**config.mk**
```make
export PLATFORM = sky130hd
export DESIGN_NAME = alarm_ring_ctrl
export DESIGN_NICKNAME = d
export VERILOG_FILES = /design/src/rtl/alarm_ring_ctrl_pkg.sv /design/src/rtl/alarm_ring_ctrl_sec_prescaler.sv /design/src/rtl/alarm_ring_ctrl.sv
export SDC_FILE = /design/constraint.sdc
export NUM_CORES = 1
export LEC_CHECK = 0
export CAP_MARGIN = 0
export CORE_ASPECT_RATIO = 0.6
export CORE_UTILIZATION = 55
export CTS_BUF_LIST = sky130_fd_sc_hd__clkbuf_2
export CTS_CLUSTER_SIZE = 12
export DETAILED_ROUTE_END_ITERATION = 8
export GPL_TIMING_DRIVEN = 0
export PLACE_DENSITY = 0.81
export RECOVER_POWER = 25
export SETUP_SLACK_MARGIN = 0.1
export SLEW_MARGIN = 20
export SYNTH_ARGS = -nofsm -noshare
export SYNTH_HDL_FRONTEND = slang
export SYNTH_SLANG_ARGS = --single-unit
```
**constraint.sdc**
```tcl
create_clock -name sys_CLK -period 4.3 [get_ports sys_CLK]
set_clock_uncertainty 0.2 [all_clocks]
set_input_delay 1.075 -clock sys_CLK [delete_from_list [all_inputs] [get_ports sys_CLK]]
set_output_delay 1.075 -clock sys_CLK [all_outputs]
set_load 0.01 [all_outputs]
```
**src/rtl/alarm_ring_ctrl_pkg.sv**
```systemverilog
// Shared types and field widths for the alarm ring controller and the timekeeping blocks.
package alarm_pkg;

   typedef enum logic [1:0] {
      IDLE   = 2'd0,
      RING   = 2'd1,
      SNOOZE = 2'd2
   } state_e;

   localparam int HOUR_W       = 5;
   localparam int MIN_W        = 6;
   localparam int SEC_W        = 6;
   localparam int SNOOZE_CNT_W = 2;

endpackage

```
**src/rtl/alarm_ring_ctrl_sec_prescaler.sv**
```systemverilog
// Divides sys_CLK down to a one-cycle sec_tick every CLK_HZ cycles; clr restarts the count.
// sec_tick is a decode of the registered count, so it is safe to feed back into next-state logic.
module sec_prescaler #(
   parameter int CLK_HZ = 100000000
) (
   input  logic sys_CLK,
   input  logic rst,
   input  logic clr,
   output logic sec_tick
);

   localparam int CNT_W = (CLK_HZ > 1) ? $clog2(CLK_HZ) : 1;
   localparam logic [CNT_W-1:0] LAST = CNT_W'(CLK_HZ - 1);

   logic [CNT_W-1:0] cnt_q, cnt_d;

   always_comb begin
      cnt_d = cnt_q + CNT_W'(1);
      if (clr || (cnt_q == LAST)) begin
         cnt_d = '0;
      end
   end

   always_ff @(posedge sys_CLK) begin
      if (rst) begin
         cnt_q <= '0;
      end else begin
         cnt_q <= cnt_d;
      end
   end

   assign sec_tick = (cnt_q == LAST);

endmodule

```
**src/rtl/alarm_ring_ctrl.sv**
```systemverilog
// Alarm ring controller: fires on the rising edge of an alarm-time match, times ringing and snooze,
// and drives the melody player's play gate one edge after the first matching cycle.
module alarm_ring_ctrl
   import alarm_pkg::*;
#(
   parameter int CLK_HZ     = 100000000,
   parameter int RING_SEC   = 60,
   parameter int SNOOZE_SEC = 300,
   parameter int MAX_SNOOZE = 3
) (
   input  logic                    sys_CLK,
   input  logic                    rst,
   input  logic [HOUR_W-1:0]       hour,
   input  logic [MIN_W-1:0]        minute,
   input  logic [SEC_W-1:0]        second,
   input  logic [HOUR_W-1:0]       alarm_hour,
   input  logic [MIN_W-1:0]        alarm_minute,
   input  logic                    alarm_en,
   input  logic                    stop_pulse,
   input  logic                    snooze_pulse,
   output logic                    play,
   output logic                    snoozing,
   output logic [SNOOZE_CNT_W-1:0] snooze_left
);

   localparam int SEC_MAX = (RING_SEC > SNOOZE_SEC) ? RING_SEC : SNOOZE_SEC;
   localparam int SCNT_W  = (SEC_MAX > 1) ? $clog2(SEC_MAX) : 1;
   localparam logic [SCNT_W-1:0]       RING_LAST   = SCNT_W'(RING_SEC - 1);
   localparam logic [SCNT_W-1:0]       SNOOZE_LAST = SCNT_W'(SNOOZE_SEC - 1);
   localparam logic [SNOOZE_CNT_W-1:0] SNOOZE_MAX  = SNOOZE_CNT_W'(MAX_SNOOZE);

   state_e                  state_q, state_d;
   logic [SCNT_W-1:0]       sec_cnt_q, sec_cnt_d;
   logic [SNOOZE_CNT_W-1:0] snooze_left_q, snooze_left_d;
   logic                    match, match_q, match_rise;
   logic                    sec_tick, clr;
   logic                    play_q, snoozing_q;

   assign match      = alarm_en & (hour == alarm_hour) & (minute == alarm_minute) & (second == '0);
   assign match_rise = match & ~match_q;

   always_comb begin
      state_d       = state_q;
      snooze_left_d = snooze_left_q;
      case (state_q)
         IDLE: begin
            if (match_rise) begin
               state_d       = RING;
               snooze_left_d = SNOOZE_MAX;
            end
         end
         RING: begin
            if (stop_pulse) begin
               state_d = IDLE;
            end else if (snooze_pulse) begin
               if (snooze_left_q != '0) begin
                  state_d       = SNOOZE;
                  snooze_left_d = snooze_left_q - SNOOZE_CNT_W'(1);
               end else begin
                  state_d = IDLE;
               end
            end else if (sec_tick && (sec_cnt_q == RING_LAST)) begin
               state_d = IDLE;
            end
         end
         SNOOZE: begin
            if (stop_pulse) begin
               state_d = IDLE;
            end else if ((sec_tick && (sec_cnt_q == SNOOZE_LAST)) || match_rise) begin
               state_d = RING;
            end
         end
         default: state_d = IDLE;
      endcase
      // Disarming overrides everything below reset, including a pending snooze decrement.
      if (!alarm_en) begin
         state_d       = IDLE;
         snooze_left_d = snooze_left_q;
      end
   end

   // Restarting the time base on every state entry makes each state last whole seconds.
   assign clr = (state_d != state_q);

   always_comb begin
      sec_cnt_d = sec_cnt_q;
      if (clr || (state_q == IDLE)) begin
         sec_cnt_d = '0;
      end else if (sec_tick) begin
         sec_cnt_d = sec_cnt_q + SCNT_W'(1);
      end
   end

   sec_prescaler #(
      .CLK_HZ(CLK_HZ)
   ) u_sec_prescaler (
      .sys_CLK  (sys_CLK),
      .rst      (rst),
      .clr      (clr),
      .sec_tick (sec_tick)
   );

   always_ff @(posedge sys_CLK) begin
      if (rst) begin
         state_q       <= IDLE;
         sec_cnt_q     <= '0;
         snooze_left_q <= SNOOZE_MAX;
         match_q       <= 1'b0;
         play_q        <= 1'b0;
         snoozing_q    <= 1'b0;
      end else begin
         state_q       <= state_d;
         sec_cnt_q     <= sec_cnt_d;
         snooze_left_q <= snooze_left_d;
         match_q       <= match;
         play_q        <= (state_d == RING);
         snoozing_q    <= (state_d == SNOOZE);
      end
   end

   assign play        = play_q;
   assign snoozing    = snoozing_q;
   assign snooze_left = snooze_left_q;

endmodule

```
# == Yosys cells after proc, flatten, opt, wreduce, memory -nomap -nowiden ==
# Index checks and enable logic that the tools add are counted.
# word_totals
ff_bits,43
latch_bits,0
ram_bits,0
romBits,0
in_bits,33
wordCells,55
memories,0
# op_classes
add_sub_neg,3
multipliers,0
div,0
magnitude_cmp,0
eq_ne,14
n_shift,0
n_mux,14
bitwise,5
reduce_logical,12
# op_table
cell,n
adder 27 x 1 -> 27 bit (second input constant),1
== test 27 bit (second input constant),1
2-to-1 mux 2 bit,12
adder 9 x 1 -> 9 bit (second input constant),1
== test 9 x 6 -> 1 bit (second input constant),1
== test 9 bit (second input constant),1
inequality test 2 bit (second input constant),4
== test 6 bit,1
zero test 6 bit,1
case mux 2 bit (3 select lines),1
AND reduction 6 bit,1
== test 5 bit,1
bitwise AND 1 bit,4
== test 2 x 1 -> 1 bit (second input constant),2
== test 2 bit (second input constant),2
case mux 2 bit (2 select lines),1
nonzero test 2 bit,2
OR reduction 2 bit,2
logical OR 1 bit,3
logical AND 1 bit,2
zero test 2 bit,1
inequality test 2 bit,1
subtractor 2 x 1 -> 2 bit (second input constant),1
inverter 1 bit,1

# == Depth between registers and ports, before layout ==
# Gate-level depths: netlist of run 1.
# depth
ltp_word,13
depth_mapped,7

# == Modules after synthesis ==
# From an unflattened synthesis of run 1, not the netlist that was laid out.
# hier_totals
cells_unflattened,269
area_unflattened_um2,2483.6
# modules_own_cells
module,n_inst,cells_each,area_each_um2,seq_area_each_um2
sec_prescaler,1,157,1410.1,540.5
alarm_ring_ctrl,1,112,1073.5,320.3

# == Worst setup path before layout of run 1 ==
# Ideal clock, no wire load.
# synth_path
path_type,input-to-reg
from,input port second[1]
to,register u_sec_prescaler.cnt_q[12]
setup_time_ns,0.130
t_arrival_ns,2.588
t_required_ns,3.970
setup_slack_ns,1.382
stages,6
path_cell_list,or4b_1 nor4_1 nand4_1 o21ai_2 buf_4 nor3_1
# synth_via
elab_chain_len,11
elab_cells_between_ends,12
classes_between,eq/ne: 1; mux: 5; bitwise: 2; reduce/logical: 4
# synth_rtl
item,line_no,text
start: declaration,alarm_ring_ctrl.sv:15,"input logic [SEC_W-1:0] second,"
zero test 6 bit (*),alarm_ring_ctrl.sv:39,assign match = alarm_en & (hour == alarm_hour) & (minute == alarm_minute) & (second == '0);
bitwise AND 1 bit (*),alarm_ring_ctrl.sv:39,
bitwise AND 1 bit (*),alarm_ring_ctrl.sv:40,assign match_rise = match & ~match_q;
logical OR 1 bit,alarm_ring_ctrl.sv:69,end else if ((sec_tick && (sec_cnt_q == SNOOZE_LAST)) || match_rise) begin
2-to-1 mux 2 bit,alarm_ring_ctrl.sv:69,
2-to-1 mux 2 bit,alarm_ring_ctrl.sv:67,if (stop_pulse) begin
case mux 2 bit (3 select lines) (*),alarm_ring_ctrl.sv:45,case (state_q)
2-to-1 mux 2 bit (*),alarm_ring_ctrl.sv:76,if (!alarm_en) begin
inequality test 2 bit (*),alarm_ring_ctrl.sv:83,assign clr = (state_d != state_q);
logical OR 1 bit (*),alarm_ring_ctrl_sec_prescaler.sv:19,if (clr || (cnt_q == LAST)) begin
OR reduction 2 bit (no source line) (*),n/a,
end signal: assignment,alarm_ring_ctrl_sec_prescaler.sv:28,cnt_q <= cnt_d;
end: declaration,alarm_ring_ctrl_sec_prescaler.sv:15,"logic [CNT_W-1:0] cnt_q, cnt_d;"
# Mark *: on every way between the ends. The rest lies on a longest branch, timed or not.
# A chain may end at the register's enable or synchronous reset.

# == Worst setup path in the final report of run 1 ==
# layout_path
from,input port alarm_en
to,register u_sec_prescaler.cnt_q[26]
# layout_via
elab_chain_len,12
elab_cells_between_ends,13
classes_between,eq/ne: 1; mux: 5; bitwise: 4; reduce/logical: 3
# layout_rtl
item,line_no,text
start: declaration,alarm_ring_ctrl.sv:18,"input logic alarm_en,"
bitwise AND 1 bit (3 in a row),alarm_ring_ctrl.sv:39,
bitwise AND 1 bit,alarm_ring_ctrl.sv:40,
logical OR 1 bit,alarm_ring_ctrl.sv:69,
2-to-1 mux 2 bit,alarm_ring_ctrl.sv:69,
2-to-1 mux 2 bit,alarm_ring_ctrl.sv:67,
case mux 2 bit (3 select lines),alarm_ring_ctrl.sv:45,
2-to-1 mux 2 bit (*),alarm_ring_ctrl.sv:76,
inequality test 2 bit (*),alarm_ring_ctrl.sv:83,
logical OR 1 bit (*),alarm_ring_ctrl_sec_prescaler.sv:19,
OR reduction 2 bit (no source line) (*),n/a,
# Marks and branches as above.

==> results_dict.tcl, run 1 <==
set metrics [dict create \
    synth_fa_ha_area_frac 0.01584 \
    routed_wl_mm 5.925 \
    ctsRootBufferMaster "clkbuf_2" \
    hold_viol_final 0 \
    clockBufferDepth 2 \
    utilization 0.6937 \
    fin_setup_tns_ns 0 \
    synthMuxAreaShare 0.004224 \
    die_h_um 52.85 \
    vias 2126 \
    power.density_nw_per_um2 248.4 \
    num-nets-final 336 \
    vias_per_cell 5.889 \
    startpoint_type "input pin" \
    synth_enable_flop_cells 0 \
    path_class "in -> reg" \
    pin_count 37 \
    yosys.area_share.simple 0.3464 \
    rows 18 \
    ys.flop_type "dfxtp_1" \
    hp-class "reg -> reg" \
    grt_max_degree 14 \
    crit_fanout 10 \
    clk_latency_ns 0.45 \
    gp_congestion 0.8256 \
    numCtsBuffers 5 \
    drv_cap 0 \
    drive_gt1_frac 0.1063 \
    place_inst 353 \
    yosysSeqAreaShare 0.3633 \
    port_buffers 35 \
    cts_tree "built" \
    dr.pass1.iters 4 \
    coreArea_um2 4121 \
    post-dp-hpwl_mm 4.443 \
    hold_buffers 0 \
    wl_per_cell_um 16.41 \
    clock_sinks 43 \
    p_seq_frac 0.579 \
    ctsResizeCount 0 \
    multi_input_area_um2 1406 \
    synth-compound-area-share 0.06811 \
    max_slew_margin 0.3303 \
    clockPowerShare 0.325 \
    synthCells 258 \
    syn_to_final_growth_pct 20.64 \
    status "finished, final reports clean" \
    end_kind "register" \
    overflow 0 \
    antenna_cells 0 \
    drc 0 \
    period_needed_ns 3.463 \
    antenna_found_initial 0 \
    combPwrFrac 0.096 \
    synth_top_family_by_area "simple AND/OR/NAND/NOR gates" \
    drv_slew 0 \
    critPathRequiredTime_ns 4.41 \
    setup_violations 0 \
    syn-num-nets 294 \
    rsz0062_at_grt "no" \
    die_area_um2 4584 \
    postCtsSetupBuffers 0 \
    die_x_um 86.74 \
    worstMarginPinSlew_ns 0.9954 \
    synthesis.area_um2 2370 \
    clkSlewWorstSetupHoldPaths_ns 0.25 \
    place_area_um2 2795 \
    fin_area_um2 2859 \
    synthArstFlopShare 0 \
    synth.avg_cell_area_um2 9.185 \
    p_switching_uw 172.8 \
    dr.first_iter.drc_count 179 \
    power.share.switching 0.2433 \
    grt_pass1_wl_mm 9.673 \
    synth_xor_area_frac 0.1589 \
    peakVddDrop_mv 0.2028 \
    fin_crit_sh 0.8053 \
    htreeDepth 2 \
    ant_nets 0 \
    ys_ff_latch 43 \
    initial_core_util 0.5750 \
    fmax_mhz 288.8 \
    fin_cells 361 \
    seqCellArea_um2 860.8 \
    hold_ws_ns 0.3408 \
    p_int_uw 537.5 \
    p_leak_nw 0.9987 \
    worstPathArrival_ns 3.58 \
    num-fill-cells 348 \
    grtUsageTotal 0.2811 \
    grt_pass1_vias 1981 \
    synth_cell_types 51 \
    yosysWarningCount 0 \
]
kinds of logic (layout without fill, tap and decap cells):
family,after synthesis,after routing
AO/OA/AOI/OAI,20,20
XOR/XNOR,43,43
adder cells (fa/ha/maj),3,3
buffers and inverters,19,62
flip-flops,43,43
multiplexers,1,1
AND/OR/NAND/NOR,129,129
final timing paths:
check | startpoint | to | slack (ns) | cells past startpoint
worst min register to register | sec_cnt_q[7] | sec_cnt_q[7] | 0.34 | 2
worst max-delay path | alarm_en | u_sec_prescaler.cnt_q[26] | 0.84 | 7
worst min-delay path | sec_cnt_q[7] | sec_cnt_q[7] | 0.34 | 2
worst max register to register | sec_cnt_q[1] | u_sec_prescaler.cnt_q[21] | 1.44 | 7
stage by stage:
step | total power [mW] | setup WS, ns
final | 0.7103 | 0.8372
after global routing | 0.7350 | 0.7152
after CTS | 0.7125 | 0.9378
after detailed placement | 0.4860 | 0.4722
after global placement | 0.4821 | 0.5285
after floorplan | 0.4451 | 1.382
layer usage:
layer  up-vias  track usage  share of wire
met3         7      0.05512          0.042
li1       1060            -              -
met4         0      0.07500          0.010
met2        41       0.4061           0.41
met1      1018       0.4197           0.54
met5         -            0              0
flip-flops by register name (all words and copies together) (netlist names):
signal                 count
sec_cnt_q                  9
state_q                    2
play                       1
match_q                    1
u_sec_prescaler.cnt_q     27
snoozing                   1
snooze_left                2
layout make-up:
| type | count | area share |
|---|---|---|
| Clock inverter | 3 | 0.01357 |
| Buffer | 12 | 0.02670 |
| Clock buffer | 5 | 0.008753 |
| Sequential cell | 43 | 0.3011 |
| Inverter | 7 | 0.009190 |
| Tap cell | 60 | 0.02626 |
| Multi-Input combinational cell | 196 | 0.4919 |
| Timing Repair Buffer | 35 | 0.1225 |
worst max-delay path, cell delays in order:
cell and delay (ns):
dlygate4sd3_1 0.64, or4b_1 0.47, nor4_1 0.28, nand4_1 0.32
o21ai_2 0.46, buf_4 0.27, nor4_1 0.07
placed cells by master, fill, tap and decap left out, types with 7 or more instances in the layout:
cell | synthesis | layout
xor2_1 | 34 | 34
dfxtp_1 | 43 | 43
clkdlybuf4s50_1 | 0 | 30
nand3_1 | 16 | 16
nand4_1 | 16 | 16
nor3_1 | 23 | 23
xnor2_1 | 9 | 9
inv_1 | 7 | 7
nand2_1 | 14 | 14
nor4_1 | 24 | 24
power groups by stage:
stage,clock (mW),sequential [mW],combinational [mW]
finish,0.231,0.411,0.0684
global route,0.249,0.412,0.0732
CTS,0.234,0.411,0.0677
detailed placement,0,0.419,0.0673
global placement,0,0.418,0.0639
floorplan,0,0.417,0.0283
synthesized netlist by cell type (5+ instances only):
cell type,number,share of area
nand2_1,14,0.022
nor4_1,24,0.063
inv_1,7,0.011
dfxtp_1,43,0.36
clkbuf_1,5,0.0079
nor2_1,5,0.0079
nand3_1,16,0.034
nand4_1,16,0.042
xnor2_1,9,0.033
nor3_1,23,0.049
xor2_1,34,0.13
Power figures use the tool's default switching activity.
==> run 2: changes to the inputs <==
==> constraint.sdc (replaced) <==
create_clock -name sys_CLK -period 3.35 [get_ports sys_CLK]
set_clock_uncertainty 0.2 [all_clocks]
set_input_delay 0.8375 -clock sys_CLK [delete_from_list [all_inputs] [get_ports sys_CLK]]
set_output_delay 0.8375 -clock sys_CLK [all_outputs]
set_load 0.01 [all_outputs]
==> run 2 against run 1 <==
Setup slack got worse by 0.60 ns. Die area unchanged. Largest cell class unchanged. Register-to-register slack worse by 0.94 ns. Via count increased by 0.85%. Hold slack hardly changed.
==> results_dict.tcl, run 2 (synthesis results as in run 1) <==
set metrics [dict create \
    status "finished, final reports clean" \
    clkSlewWorstSetupHoldPaths_ns 0.25 \
    largest_reg_flops 27 \
    ctsRootBufferMaster "clkbuf_2" \
    largest_register "u_sec_prescaler.cnt_q" \
    grt_pass1_wl_mm 9.673 \
    antenna_cells 0 \
    vias 2144 \
    startpoint_type "input pin" \
    rows 18 \
    utilization 0.6955 \
    htreeDepth 2 \
    drc 0 \
    path_class "in -> reg" \
    p_leak_nw 0.9993 \
    final_cell_mix "dfxtp_1 (43), xor2_1 (34), clkdlybuf4s50_1 (31)" \
    clk_latency_ns 0.44 \
    vias_per_cell 5.939 \
    num-fill-cells 344 \
    period_needed_ns 3.115 \
    drv_cap 0 \
    worstPathArrival_ns 3.23 \
    critPathRequiredTime_ns 3.47 \
    dr.pass1.iters 4 \
    coreArea_um2 4121 \
    hp-class "reg -> reg" \
    preCtsSetupSlack_ns -0.2403 \
    postCtsSetupBuffers 0 \
    num-nets-final 336 \
    crit_fanout 9 \
    end_kind "register" \
    fin_area_um2 2867 \
    ctsResizeCount 0 \
    fin_crit_sh 0.9297 \
    cts_tree "built" \
    max_slew_margin 0.3422 \
    numCtsBuffers 5 \
    peakVddDrop_mv 0.2599 \
    routed_wl_mm 5.934 \
    r2r.worst_path.cells 7 \
    finalPower_uw 911.5 \
    grt_pass1_vias 1981 \
    fmax_mhz 321.1 \
    setup_violations 0 \
    wl_per_cell_um 16.44 \
    final_common_cell "dfxtp_1" \
    worst_slack_ns 0.2355 \
    pin_count 37 \
    top_regs "u_sec_prescaler.cnt_q: 27 flops, sec_cnt_q: 9 flops" \
    antenna_found_initial 0 \
    clock_sinks 43 \
    port_buffers 35 \
    dr.first_iter.drc_count 141 \
    worstHoldPathCells 2 \
    grt_max_degree 14 \
    die_area_um2 4584 \
    ant_nets 0 \
    post-dp-hpwl_mm 4.443 \
    die_x_um 86.74 \
    drive_gt1_frac 0.1063 \
    hold_buffers 0 \
    die_h_um 52.85 \
    rsz0062_at_grt "no" \
    power.density_nw_per_um2 318.0 \
    grtUsageTotal 0.2811 \
    drv_slew 0 \
    initial_core_util 0.5750 \
    hold_viol_final 0 \
    overflow 0 \
    place_area_um2 2795 \
    syn_to_final_growth_pct 20.96 \
    gp_congestion 0.8256 \
    worstMarginPinSlew_ns 0.9776 \
    clockBufferDepth 2 \
]
-- run 2: cell types whose count changed in the layout (fill, tap and decap cells not counted), sizes merged --
cell           change
clkdlybuf4s50      +1
dlygate4sd3        -1
-- run 2: report_power, final --
part           switching, mW  internal (mW)  leakage (nW)
clock                  0.173          0.123        0.0404
combinational         0.0390         0.0490         0.612
sequential           0.00903          0.519         0.347
-- run 2: final timing paths --
kind	startpoint	to	slack, ns
worst max-delay path	alarm_en	sec_cnt_q[0]	0.24
worst min-delay path	sec_cnt_q[7]	sec_cnt_q[7]	0.34
worst max register to register	sec_cnt_q[1]	u_sec_prescaler.cnt_q[21]	0.50
worst min register to register	sec_cnt_q[7]	sec_cnt_q[7]	0.34
-- run 2: stage by stage --
stage	hold slack [ns]	instances	TNS, ns
floorplan	0.2658	258	0
global placement	0.2876	353	-4.348
detailed placement	0.3022	353	-6.146
CTS	0.3358	361	0
global route	0.3722	361	0
finish	0.3404	361	0
-- run 2: critical path, stage by stage --
cell and delay [ns]:
clkdlybuf4s50_1 0.56, or4b_1 0.47, nor4_1 0.27, nand4_1 0.35, a32oi_2 0.63, nor3_1 0.10
-- run 2: area by class of cell --
type	instances	area (µm²)	area share
Inverter	7	26.28	0.009166
Sequential cell	43	860.8	0.3003
Clock buffer	5	25.02	0.008730
Timing Repair Buffer	35	350.3	0.1222
Buffer	12	76.32	0.02663
Clock inverter	3	38.79	0.01353
Multi-Input combinational cell	196	1414	0.4932
Tap cell	60	75.07	0.02619
-- run 2: routing by layer --
layer  part of all wire  vias up  track usage
met1               0.52     1024       0.4197
met2               0.42       46       0.4061
met3              0.049        7      0.05512
li1                   -     1067            -
met4              0.010        0      0.07500
met5                  0        -            0
